### config.mk
export PLATFORM = sky130hd
export DESIGN_NAME = shift_merge_stage
export DESIGN_NICKNAME = d
export VERILOG_FILES = /design/src/rtl/shift_merge_stage.sv
export SDC_FILE = /design/constraint.sdc
export NUM_CORES = 1
export LEC_CHECK = 0
export BUFFER_PORTS_ARGS = -buffer_cell sky130_fd_sc_hd__buf_2
export CORE_MARGIN = 2
export CORE_UTILIZATION = 45
export CTS_BUF_LIST = sky130_fd_sc_hd__clkbuf_8
export CTS_CLUSTER_DIAMETER = 40
export DETAILED_ROUTE_END_ITERATION = 16
export GPL_TIMING_DRIVEN = 0
export PLACE_DENSITY = 0.68
export SLEW_MARGIN = 5
export SYNTH_ARGS = -nofsm -noshare
export SYNTH_HDL_FRONTEND = slang
export SYNTH_SLANG_ARGS = --single-unit
### constraint.sdc
create_clock -name clk -period 7.7 [get_ports clk]
set_input_delay 0 -clock clk [delete_from_list [all_inputs] [get_ports clk]]
set_output_delay 0 -clock clk [all_outputs]
set_load 0.02 [all_outputs]
### src/rtl/shift_merge_stage.sv
// shift_merge_stage: two-stage shift/merge execution stage around an external
// combinational 32-bit double-shift-right unit (DSR, EXTR, DEP).
// Bit numbering in the op fields is big-endian (field position 0 = MSB).
// Optional: define SHIFT_MERGE_ILLEGAL_TRAP_EN to add out_trap and trap op 11.
module shift_merge_stage #(
    parameter int WIDTH = 32,
    parameter int SA_W  = 5
) (
    input  logic             clk,
    input  logic             rst,
    input  logic             in_valid,
    output logic             in_ready,
    input  logic [1:0]       in_op,
    input  logic [WIDTH-1:0] in_a,
    input  logic [WIDTH-1:0] in_b,
    input  logic [SA_W-1:0]  in_pos,
    input  logic [SA_W-1:0]  in_len,
    input  logic             in_sign,
    output logic [WIDTH-1:0] dsr_a,
    output logic [WIDTH-1:0] dsr_b,
    output logic [SA_W-1:0]  dsr_sa,
    input  logic [WIDTH-1:0] dsr_y,
    output logic             out_valid,
    input  logic             out_ready,
`ifdef SHIFT_MERGE_ILLEGAL_TRAP_EN
    output logic             out_trap,
`endif
    output logic [WIDTH-1:0] out_data
);

    typedef enum logic [1:0] {
        OP_DSR  = 2'b00,
        OP_EXTR = 2'b01,
        OP_DEP  = 2'b10,
        OP_RSV  = 2'b11
    } op_e;

    typedef struct packed {
        op_e              op;
        logic [WIDTH-1:0] a;
        logic [WIDTH-1:0] b;
        logic [SA_W-1:0]  pos;
        logic [SA_W-1:0]  len;
        logic             sign;
    } s1_t;

    localparam logic [SA_W-1:0] MAX_POS = SA_W'(WIDTH - 1);

    logic             s1_valid_q, s1_valid_d;
    s1_t              s1_q, s1_d;
    logic             out_valid_q, out_valid_d;
    logic [WIDTH-1:0] out_data_q, out_data_d;
    logic [WIDTH-1:0] result;
    logic             accept;
    logic             s2_adv;
`ifdef SHIFT_MERGE_ILLEGAL_TRAP_EN
    logic             out_trap_q, out_trap_d;
    logic             result_trap;
`endif

    // Handshake: S2 can take a new value when empty or being drained.
    always_comb begin
        s2_adv   = !out_valid_q || out_ready;
        in_ready = !s1_valid_q || s2_adv;
        accept   = in_valid && in_ready;
    end

    // S1 next state: load on accept, empty out when it advances into S2.
    always_comb begin
        // NOTE: every output gets a default first so no path leaves it unassigned (no latch).
        s1_valid_d = s1_valid_q;
        s1_d       = s1_q;
        if (accept) begin
            s1_valid_d = 1'b1;
            s1_d.op    = op_e'(in_op);
            s1_d.a     = in_a;
            s1_d.b     = in_b;
            s1_d.pos   = in_pos;
            s1_d.len   = in_len;
            s1_d.sign  = in_sign;
        end else if (s2_adv) begin
            s1_valid_d = 1'b0;
        end
    end

    // Double-shift unit drive, derived from the S1 operand registers.
    always_comb begin
        dsr_a  = s1_q.a;
        dsr_b  = s1_q.b;
        dsr_sa = s1_q.pos;
        case (s1_q.op)
            OP_EXTR: begin
                // Shift the field's rightmost bit down to result LSB.
                dsr_a  = '0;
                dsr_b  = s1_q.a;
                dsr_sa = MAX_POS - s1_q.pos;
            end
            OP_DEP: begin
                // Rotate right so source LSB lands on field position pos.
                dsr_a  = s1_q.a;
                dsr_b  = s1_q.a;
                dsr_sa = s1_q.pos + SA_W'(1);
            end
            default: begin
                dsr_a  = s1_q.a;
                dsr_b  = s1_q.b;
                dsr_sa = s1_q.pos;
            end
        endcase
    end

    // Result formation: extract mask/sign-extend, deposit merge.
    always_comb begin
        logic [WIDTH-1:0] len_mask;
        logic [WIDTH-1:0] dep_mask;
        logic [WIDTH-1:0] extr_val;
        logic [SA_W-1:0]  sign_idx;

        // len == 0 encodes a full-width field.
        len_mask = (s1_q.len == '0) ? '1 : ((WIDTH'(1) << s1_q.len) - WIDTH'(1));
        // Field bit (32-L) big-endian is little-endian bit L-1; wraps to 31 for L=32.
        sign_idx = s1_q.len - SA_W'(1);
        extr_val = dsr_y & len_mask;
        if (s1_q.sign && dsr_y[sign_idx]) begin
            extr_val = extr_val | ~len_mask;
        end
        // Shifting the field mask up clips bits that would pass the MSB.
        dep_mask = len_mask << (MAX_POS - s1_q.pos);

`ifdef SHIFT_MERGE_ILLEGAL_TRAP_EN
        result_trap = 1'b0;
`endif
        case (s1_q.op)
            OP_EXTR: result = extr_val;
            OP_DEP:  result = (dsr_y & dep_mask) | (s1_q.b & ~dep_mask);
`ifdef SHIFT_MERGE_ILLEGAL_TRAP_EN
            OP_RSV: begin
                result      = '0;
                result_trap = 1'b1;
            end
`endif
            default: result = dsr_y;
        endcase
    end

    // S2 next state: load from S1 when advancing, hold under backpressure.
    always_comb begin
        out_valid_d = out_valid_q;
        out_data_d  = out_data_q;
`ifdef SHIFT_MERGE_ILLEGAL_TRAP_EN
        out_trap_d  = out_trap_q;
`endif
        if (s2_adv) begin
            out_valid_d = s1_valid_q;
            if (s1_valid_q) begin
                out_data_d = result;
`ifdef SHIFT_MERGE_ILLEGAL_TRAP_EN
                out_trap_d = result_trap;
`endif
            end
        end
    end

    // Pipeline registers; asynchronous reset discards any in-flight op.
    always_ff @(posedge clk or posedge rst) begin
        if (rst) begin
            s1_valid_q  <= 1'b0;
            s1_q        <= '0;
            out_valid_q <= 1'b0;
            out_data_q  <= '0;
`ifdef SHIFT_MERGE_ILLEGAL_TRAP_EN
            out_trap_q  <= 1'b0;
`endif
        end else begin
            // NOTE: non-blocking assignments so every flop samples pre-edge values.
            s1_valid_q  <= s1_valid_d;
            s1_q        <= s1_d;
            out_valid_q <= out_valid_d;
            out_data_q  <= out_data_d;
`ifdef SHIFT_MERGE_ILLEGAL_TRAP_EN
            out_trap_q  <= out_trap_d;
`endif
        end
    end

    assign out_valid = out_valid_q;
    assign out_data  = out_data_q;
`ifdef SHIFT_MERGE_ILLEGAL_TRAP_EN
    assign out_trap  = out_trap_q;
`endif

endmodule
==> Word level (Yosys, flattened, before mapping) <==
Cells that the tools add are included.
{ "totals": {"regBits": 111, "rom_bits": 0, "n_memories": 0, "mem_bits_rw": 0, "inputBits": 113, "latch_bits": 0} }
{ "op_classes": {"div": 0, "n_mux": 10, "shifts": 2, "n_reduce_logical": 10, "mul": 0, "n_bitwise": 7, "n_eq_ne": 2, "add_sub_neg": 4, "order_cmp": 1} }
{ "ops": {"columns": ["cell", "n"], "rows": [
  ["$mux W32", 4],
  ["$and A32 B32 Y32", 3],
  ["$not A32 Y32", 2],
  ["$or A32 B32 Y32", 2],
  ["$pmux W32 S2", 1],
  ["$shl A1 B5 Y32 const A", 1],
  ["$shl A32 B5 Y32", 1],
  ["$sub A32 B1 Y32 const B", 1],
  ["$pmux W5 S2", 1],
  ["$lt A5 B6 Y1 const B", 1],
  ["$add A5 B1 Y5 const B", 1],
  ["$bmux W1 S5", 1],
  ["$logic_not A5 Y1", 1],
  ["$sub A5 B1 Y5 const B", 1],
  ["$sub A5 B5 Y5 const A", 1],
  ["$mux W1", 3],
  ["$eq A2 B1 Y1 const B", 1],
  ["$eq A2 B2 Y1 const B", 1],
  ["$logic_and A1 B1 Y1", 2],
  ["$logic_not A1 Y1", 2],
  ["$logic_or A1 B1 Y1", 2],
  ["$reduce_and A2 Y1", 1],
  ["$reduce_bool A2 Y1", 1],
  ["$reduce_or A2 Y1", 1]
]} }

==> Longest topological paths before layout <==
Gate-level depths: netlist of run 1.
{ "logic_depth": {"depth_word": 8, "depth_mapped": 20, "depth_no_buf": 14} }

==> Least setup slack after synthesis of run 1 <==
Ideal clock, no wire load.
{ "synth_timing": {"path_type": "flip-flop to flip-flop", "startpoint": "register s1_q[1] in the netlist's numbering", "endpoint": "register out_data_q[29] (netlist: out_data[29])", "setup_slack_ns": 2.861, "t_required_ns": 7.579, "arrival_ns": 4.717, "synth_period_minus_slack_ns": 4.839, "stages_incl_launch_ff": 19, "n_path_buf": 4, "setup_ns": 0.121, "path_cell_list": "dfrtp_1 -> buf_1 -> inv_1 -> ha_1 -> buf_6 -> nor4b_4 -> inv_2 -> clkbuf_1 -> buf_1 -> ha_1 -> or3b_4 -> a2111oi_4 -> a21oi_2 -> mux4_2 -> a211oi_2 -> o2bb2ai_1 -> or3_1 -> mux2i_1 -> o22a_1"} }
{ "synth_via": {"elab_chain_len": 8, "word_cells_on_any_way": 18} }
{ "synth_rtl": {"columns": ["item", "line", "rtl"], "rows": [
  ["start: declaration", "50", "s1_t s1_q, s1_d;"],
  ["start signal: assignment", "168", "s1_q <= '0;"],
  ["start signal: assignment", "177", "s1_q <= s1_d;"],
  ["$shl A1 B5 Y32", "120", "len_mask = (s1_q.len == '0) ? '1 : ((WIDTH'(1) << s1_q.len) - WIDTH'(1));"],
  ["$sub A32 B1 Y32", "120", null],
  ["$mux W32", "120", null],
  ["$shl A32 B5 Y32", "128", "dep_mask = len_mask << (MAX_POS - s1_q.pos);"],
  ["$not A32 Y32", "135", "OP_DEP: result = (dsr_y & dep_mask) | (s1_q.b & ~dep_mask);"],
  ["$and A32 B32 Y32", "135", null],
  ["$or A32 B32 Y32", "135", null],
  ["$pmux W32 S2 (*)", "133", "case (s1_q.op)"],
  ["end signal: assignment", "179", "out_data_q <= out_data_d;"],
  ["end: declaration", "52", "logic [WIDTH-1:0] out_data_q, out_data_d;"]
]} }
Every way passes the cells marked *; elsewhere a longest branch is shown, timed or not. The select of a mux whose other input is x is not followed.
A chain may end at the register's enable or synchronous reset.

==> Worst setup path in the final report of run 1 <==
{ "layout_timing": {"startpoint": "register s1_q[1] in the netlist's numbering", "endpoint": "register out_data_q[17] (netlist: out_data[17])"} }
The elaborated chain is that of the path after synthesis.

==> results of run 1 <==
## kinds of logic after synthesis
group	Yosys count	synth area share
adder cells (fa/ha/maj)	9	0.0111
AO/OA/AOI/OAI	368	0.256
XOR/XNOR	5	0.00432
AND/OR/NAND/NOR	391	0.196
buffers and inverters	131	0.0577
flip-flops	111	0.274
multiplexers	166	0.200
## layer usage
metal / track usage / vias up / wire length (um)
li1: - / 5090 / -
met1: 0.560 / 5950 / 19900
met2: 0.693 / 977 / 23600
met3: 0.117 / 225 / 6230
met4: 0.244 / 2 / 3560
met5: 0 / - / 11
## path summary, 6_finish.rpt
path                                    from      endpoint  cells after the start
worst max register to register       s1_q[1]  out_data[17]                     18
worst min-delay path               dsr_y[24]  out_data[24]                      4
min in group asynchronous                rst      s1_q[70]                      3
max in group asynchronous                rst       s1_q[7]                      4
worst min register to register  out_data[12]  out_data[12]                      2
worst max-delay path                 s1_q[1]  out_data[17]                     18
## final cells by class
type | count | area [um^2] | share of cell area
inverters | 22 | 87.6 | 0.00683
well taps | 280 | 350 | 0.0273
multi-input cells | 939 | 6780 | 0.529
plain buffers | 109 | 503 | 0.0392
flip-flops and latches | 111 | 2780 | 0.217
clock buffers | 9 | 124 | 0.00966
repair buffers | 317 | 2110 | 0.165
clock inverters | 7 | 86.3 | 0.00674
## critical path, cell delays in order, from the launching register on
cell	delay, ps
dfrtp_1	610
clkbuf_2	500
inv_1	160
ha_1	340
buf_6	190
nor4b_4	190
inv_2	240
clkbuf_1	470
buf_1	660
ha_1	290
buf_2	230
clkbuf_1	470
nand4_1	380
a31oi_2	590
o211ai_1	180
a2111oi_0	850
a222oi_1	390
and3_1	280
o32a_1	290
## layout by cell type (no fill, tap or decap), drive strengths merged, types with 6 or more instances in the layout
cell         instances
inv                 24
mux2i               32
o221ai               7
nand2b               8
mux4                16
o211ai              21
buf                258
a22oi               11
ha                   9
nand3               34
a221oi              14
o31ai                7
clkbuf              76
nand2              135
and3                10
dfrtp              111
o32a                 6
or2                  6
nor2b               39
nor3                20
or3                 11
o21ai               87
nor2                72
o21a                 7
o22a                16
dlygate4sd3        101
and2                13
a211oi              17
a21oi               66
a21o                 9
nand4               13
mux2               118
o22ai               19
a31oi               14
## state kept, by name, summed over array words and instances, names as in the netlist
signal      count
out_valid       1
s1_q           77
s1_valid_q      1
out_data       32
## power by group through the flow
stage                     logic, mW  registers [mW]  clock network, mW
after floorplan                1.20           0.828                  0
final                          2.12           0.790              0.383
after CTS                      2.02           0.781              0.385
after global routing           2.19           0.800              0.405
after global placement         1.98           0.786                  0
after detailed placement       1.97           0.792                  0
## metrics by stage
step	total power [mW]	hold WS (ps)	util	instance area, um^2	setup WS [ps]
floorplan	2.03	108	-	10100	2860
global placement	2.77	209	0.526	11600	-73.5
detailed placement	2.76	75.7	0.528	11600	-1.57
CTS	3.19	6.95	0.584	12800	18.9
global route	3.40	52.5	0.584	12800	188
finish	3.30	18.2	0.584	12800	267
## timing repair
| action | CTS | global route |
|---|---|---|
| gates cloned | 0 | 0 |
| resized for setup | 1 | 2 |
| hold buffers | 101 | 0 |
| hold endpoints to repair | 146 | 0 |
| setup endpoints to repair | 1 | 12 |
==> flow_summary_export.csv, run 1 <==
group,metric,value,unit
run_status,status,"completed",
synthesis,netlist_area,10100,um^2
cells_and_area,area_delta_synth_final,26.5,%
cells_and_area,drive_above_1_share,0.288,
global_routing,grt_antenna_before_repair,1,
worst_setup_path,end_kind,"register",
placement,placed_cells,1677,
detailed_routing,routed_wl,53400,um
worst_hold_path,hold_path.class,"in -> reg",
pwr,combPwrFrac,0.644,
global_routing,track_usage,0.443,
synthesis,ys.flop_type,"dfrtp_1",
sta,min_period,7430,ps
sta,maxSlewViolCount,0,
pwr,intPower,1.55,mW
detailed_routing,viasPerCell,6.82,
pwr,vdd_ir_drop_max,0.162,mV
worst_setup_path,critPathLaunchType,"register",
detailed_routing,drcViolationCount,0,
clock_tree,clkSinkCount,111,
die,dieWidth,154,um
worst_setup_path,arrival,7730,ps
sta,setup_viol,0,
synthesis,ys_ff_latch,111,
cells_and_area,nNetsFinal,1631,
die,die_area,23700,um^2
global_routing,grt_pass1_wl,79000,um
synthesis,syn_avg_cell_area,8.58,um^2
sta,fmax,135,MHz
sta,rsz0062_at_grt,"no",
synthesis,synth_top_area_share,0.274,
global_routing,grt_max_degree,65,
sta,timing.final.crit_share,0.965,
clock_tree,root_buffer,"clkbuf_8",
cells_and_area,fill_cells,1952,
clock_tree,clock_path_buffers,2,
cells_and_area,layoutNonFillerInstCount,1794,
synthesis,syn-num-nets,1303,
synthesis,synth_commonest_cells,"135 x nand2_1, 118 x mux2_2, 111 x dfrtp_1",
pwr,power_density,257,nW/um^2
job,max-cap-violations,0,
pwr,pwr-share-clk,0.116,
synthesis,synth-edff-count,0,
placement,gp_congestion,1.08,
synthesis,synth_area_leader_cell,"dfrtp_1",
worst_setup_path,required,7990,ps
pwr,swShare,0.530,
synthesis,ys_async_sr_fraction,1.00,
die,rows,54,
detailed_routing,wire_per_inst,29.7,um
clock_tree,cts_tree,"built",
detailed_routing,route.antenna.remaining_nets,0,
clock_tree,clk_latency,420,ps
die,io_pins,216,
clock_tree,cts_buffers,9,
global_routing,grt_pass1_vias,12100,
detailed_routing,drt_iter0_markers,1529,
synthesis,syn_inst,1181,
detailed_routing,firstDrtPassIters,6,
clock_tree,clkSlewWorstSetupHoldPaths,120,ps
placement,port-buffer-count,215,
pwr,p_leak,5.40,nW
synthesis,synth_most_common_cell,"nand2_1",
die,core_area,22000,um^2
placement,dpl.hpwl,40100,um
synthesis,ys_warn_count,0,
worst_setup_path,rrSetupSlack,270,ps
die,die_h,154,um
global_routing,globalRouteOverflowTotal,0,
synthesis,synthTopCellsByArea,"dfrtp_1 27%, mux2_2 13%, nand2_1 5.0%",
synthesis,yosysSeqAreaShare,0.274,
sta,hold_violations,0,
pwr,p_sw,1.75,mW
worst_setup_path,setup.worst_path.class,"reg -> reg",
clock_tree,postCtsSetupBuffers,0,
sta,setup_tns,0,ps
die,start_util,0.461,
synthesis,ys_types,100,
cells_and_area,diodes,0,
worst_setup_path,cp_max_fo,10,
sta,fin_skew,32.5,ps
detailed_routing,dr_total_vias,12200,
clock_tree,cts_htree_levels,3,
sta,max_slew_margin,0.115,
sta,worst_pin_slew,1320,ps
pwr,seq_power_share,0.240,
No activity file was read; power rests on OpenSTA's default activity.
==> run 2, diff against run 1 <==
--- a/config.mk
+++ b/config.mk
@@ -5,6 +5,7 @@
 export SDC_FILE = /design/constraint.sdc
 export NUM_CORES = 1
 export LEC_CHECK = 0
+export ABC_AREA = 1
 export BUFFER_PORTS_ARGS = -buffer_cell sky130_fd_sc_hd__buf_2
 export CORE_MARGIN = 2
 export CORE_UTILIZATION = 45
==> flow_summary_export.csv, run 2 <==
group,metric,value,unit
clock_tree,postCtsSetupBuffers,0,
detailed_routing,drcViolationCount,0,
die,rows,55,
synthesis,ys_async_sr_fraction,1.00,
detailed_routing,wire_per_inst,19.7,um
worst_setup_path,end_kind,"register",
clock_tree,cts_htree_levels,3,
clock_tree,cts_tree,"built",
die,dieWidth,155,um
clock_tree,root_buffer,"clkbuf_8",
worst_hold_path,min_path_cells,5,
worst_hold_path,min_to,"out_data[27]",
sta,max_slew_margin,0.382,
sta,maxSlewViolCount,0,
sta,fmax,202,MHz
pwr,total_power,3.39,mW
cells_and_area,diodes,0,
placement,place_area,11700,um^2
synthesis,ys_types,40,
synthesis,ys.flop_type,"dfrtp_1",
die,die_h,155,um
detailed_routing,viasPerCell,5.72,
synthesis,syn-num-nets,1871,
cells_and_area,layout_common_cells,"481 x nand2_1, 322 x nand3_1, 243 x buf_2",
cells_and_area,drive_above_1_share,0.154,
cells_and_area,post-route-util,0.571,
pwr,power_density,264,nW/um^2
global_routing,globalRouteOverflowTotal,0,
die,io_pins,216,
synthesis,syn_avg_cell_area,5.86,um^2
cells_and_area,area_delta_synth_final,25.5,%
pwr,p_leak,7.11,nW
worst_setup_path,rrSetupSlack,2750,ps
sta,fin_skew,12.5,ps
worst_hold_path,hold_start,"dsr_y[27]",
sta,setup_viol,0,
synthesis,ys_ff_latch,111,
die,die_area,24000,um^2
worst_setup_path,r2r_start,"s1_q[1]",
clock_tree,hold_buffers,95,
die,start_util,0.455,
die,core_area,22500,um^2
worst_setup_path,worstReg2RegEnd,"out_data[22]",
clock_tree,cts_buffers,9,
cells_and_area,largest_register_ffs,77,
cells_and_area,finalInstanceArea,12900,um^2
worst_setup_path,r2r_cells,26,
synthesis,synth_top_area_share,0.271,
cells_and_area,nNetsFinal,2193,
synthesis,synthTopCellsByArea,"dfrtp_1 27%, nand2_1 18%, nand3_1 16%",
worst_setup_path,setup.worst_path.class,"reg -> reg",
detailed_routing,route.antenna.remaining_nets,0,
synthesis,netlist_area,10200,um^2
synthesis,synth_area_leader_cell,"dfrtp_1",
cells_and_area,top_register,"s1_q",
clock_tree,clkSlewWorstSetupHoldPaths,120,ps
global_routing,track_usage,0.384,
sta,timing.final.crit_share,0.642,
global_routing,grt_max_degree,91,
sta,hold_ws,4.92,ps
synthesis,synth_commonest_cells,"481 x nand2_1, 322 x nand3_1, 201 x nor2_1",
sta,setup_tns,0,ps
global_routing,grt_antenna_before_repair,0,
detailed_routing,firstDrtPassIters,5,
synthesis,synth-edff-count,0,
pwr,vdd_ir_drop_max,0.147,mV
synthesis,synth_most_common_cell,"nand2_1",
placement,gp_congestion,1.02,
worst_hold_path,hold_path.class,"in -> reg",
sta,worst_pin_slew,927,ps
clock_tree,clk_latency,410,ps
placement,port-buffer-count,215,
cells_and_area,final_common_cell,"nand2_1",
synthesis,syn_inst,1749,
global_routing,grt_pass1_wl,70500,um
worst_setup_path,cp_max_fo,12,
sta,hold_violations,0,
global_routing,grt_pass1_vias,12700,
sta,rsz0062_at_grt,"no",
run_status,status,"completed",
synthesis,ys_warn_count,0,
clock_tree,clock_path_buffers,2,
placement,dpl.hpwl,36800,um
detailed_routing,drt_iter0_markers,1885,
job,max-cap-violations,0,
detailed_routing,routed_wl,46600,um
synthesis,yosysSeqAreaShare,0.271,
detailed_routing,dr_total_vias,13500,
worst_setup_path,arrival,5260,ps
clock_tree,cts_resized,0,
worst_setup_path,crit_start,"s1_q[1]",
clock_tree,clkSinkCount,111,
worst_setup_path,required,8010,ps
worst_setup_path,critPathLaunchType,"register",
sta,min_period,4950,ps
==> run 2: cell count changes after synthesis, moves of 31 or more <==
cell / before / now
nand2_1: 135 / 481
nand3_1: 34 / 322
inv_1: 20 / 154
nor2_1: 71 / 201
mux2_2: 118 / 4
a21oi_1: 65 / 131
nor2b_1: 39 / 0
mux2i_1: 31 / 0
==> run 2: layer usage <==
layer	up-vias	global-route usage	wire [um]
li1	6355	-	-
met5	-	0	0
met3	119	0.0886	5190
met1	6267	0.537	19800
met4	0	0.142	1780
met2	770	0.580	19800
==> run 2: area by class of cell <==
type                    count  area, um^2
inverters                 171         649
fillers                  2318        9650
clock buffers               9         124
well taps                 285         357
multi-input cells        1362        6340
clock inverters             7        76.3
plain buffers             105         474
flip-flops and latches    111        2780
repair buffers            311        2050
==> run 2: where the power goes <==
part / total (mW) / switching, mW / leakage [nW] / internal [mW]
logic: 2.22 / 1.57 / 5.74 / 0.653
clock network: 0.385 / 0.230 / 0.102 / 0.154
registers: 0.787 / 0.0718 / 1.27 / 0.715
==> run 2: stage by stage <==
| step | cells | setup WS, ps |
|---|---|---|
| floorplan | 1749 | 4480 |
| global placement | 2249 | 2950 |
| detailed placement | 2250 | 2920 |
| CTS | 2361 | 2880 |
| global route | 2361 | 2410 |
| finish | 2361 | 2750 |
==> run 2: worst max-delay path, cell delays in order, from the launching register on <==
cell and delay [ps]:
dfrtp_1 540, inv_1 230, buf_2 300, ha_1 290, nand2_1 110, inv_1 100
nand2_1 260, buf_2 330, buf_2 280, ha_1 240, nand3_2 160, inv_2 140
nand2_1 60, nor2_1 360, nand3_1 250, nand2_1 210, nand2_1 60, nand3_1 100
nand3_1 140, nand3_1 110, nand3_1 170, nand2_1 110, nand2_1 50, nand3_1 60
nand2_1 50, nand2_1 60, nand2_1 50
==> run 2: logic make-up after synthesis <==
logic type / synth area share
mux: 0.00440
flops: 0.271
simple gates: 0.456
compound gates: 0.144
fa+ha+maj: 0.0110
xor+xnor: 0.00415
buf+inv: 0.109
==> run 2: worst max-delay path by stage <==
stage,end,slack [ps]
after floorplan,out_data[29],4480
after global placement,out_data[22],2950
after detailed placement,out_data[22],2920
after CTS,out_data[22],2880
after global routing,out_data[22],2410
final,out_data[22],2750
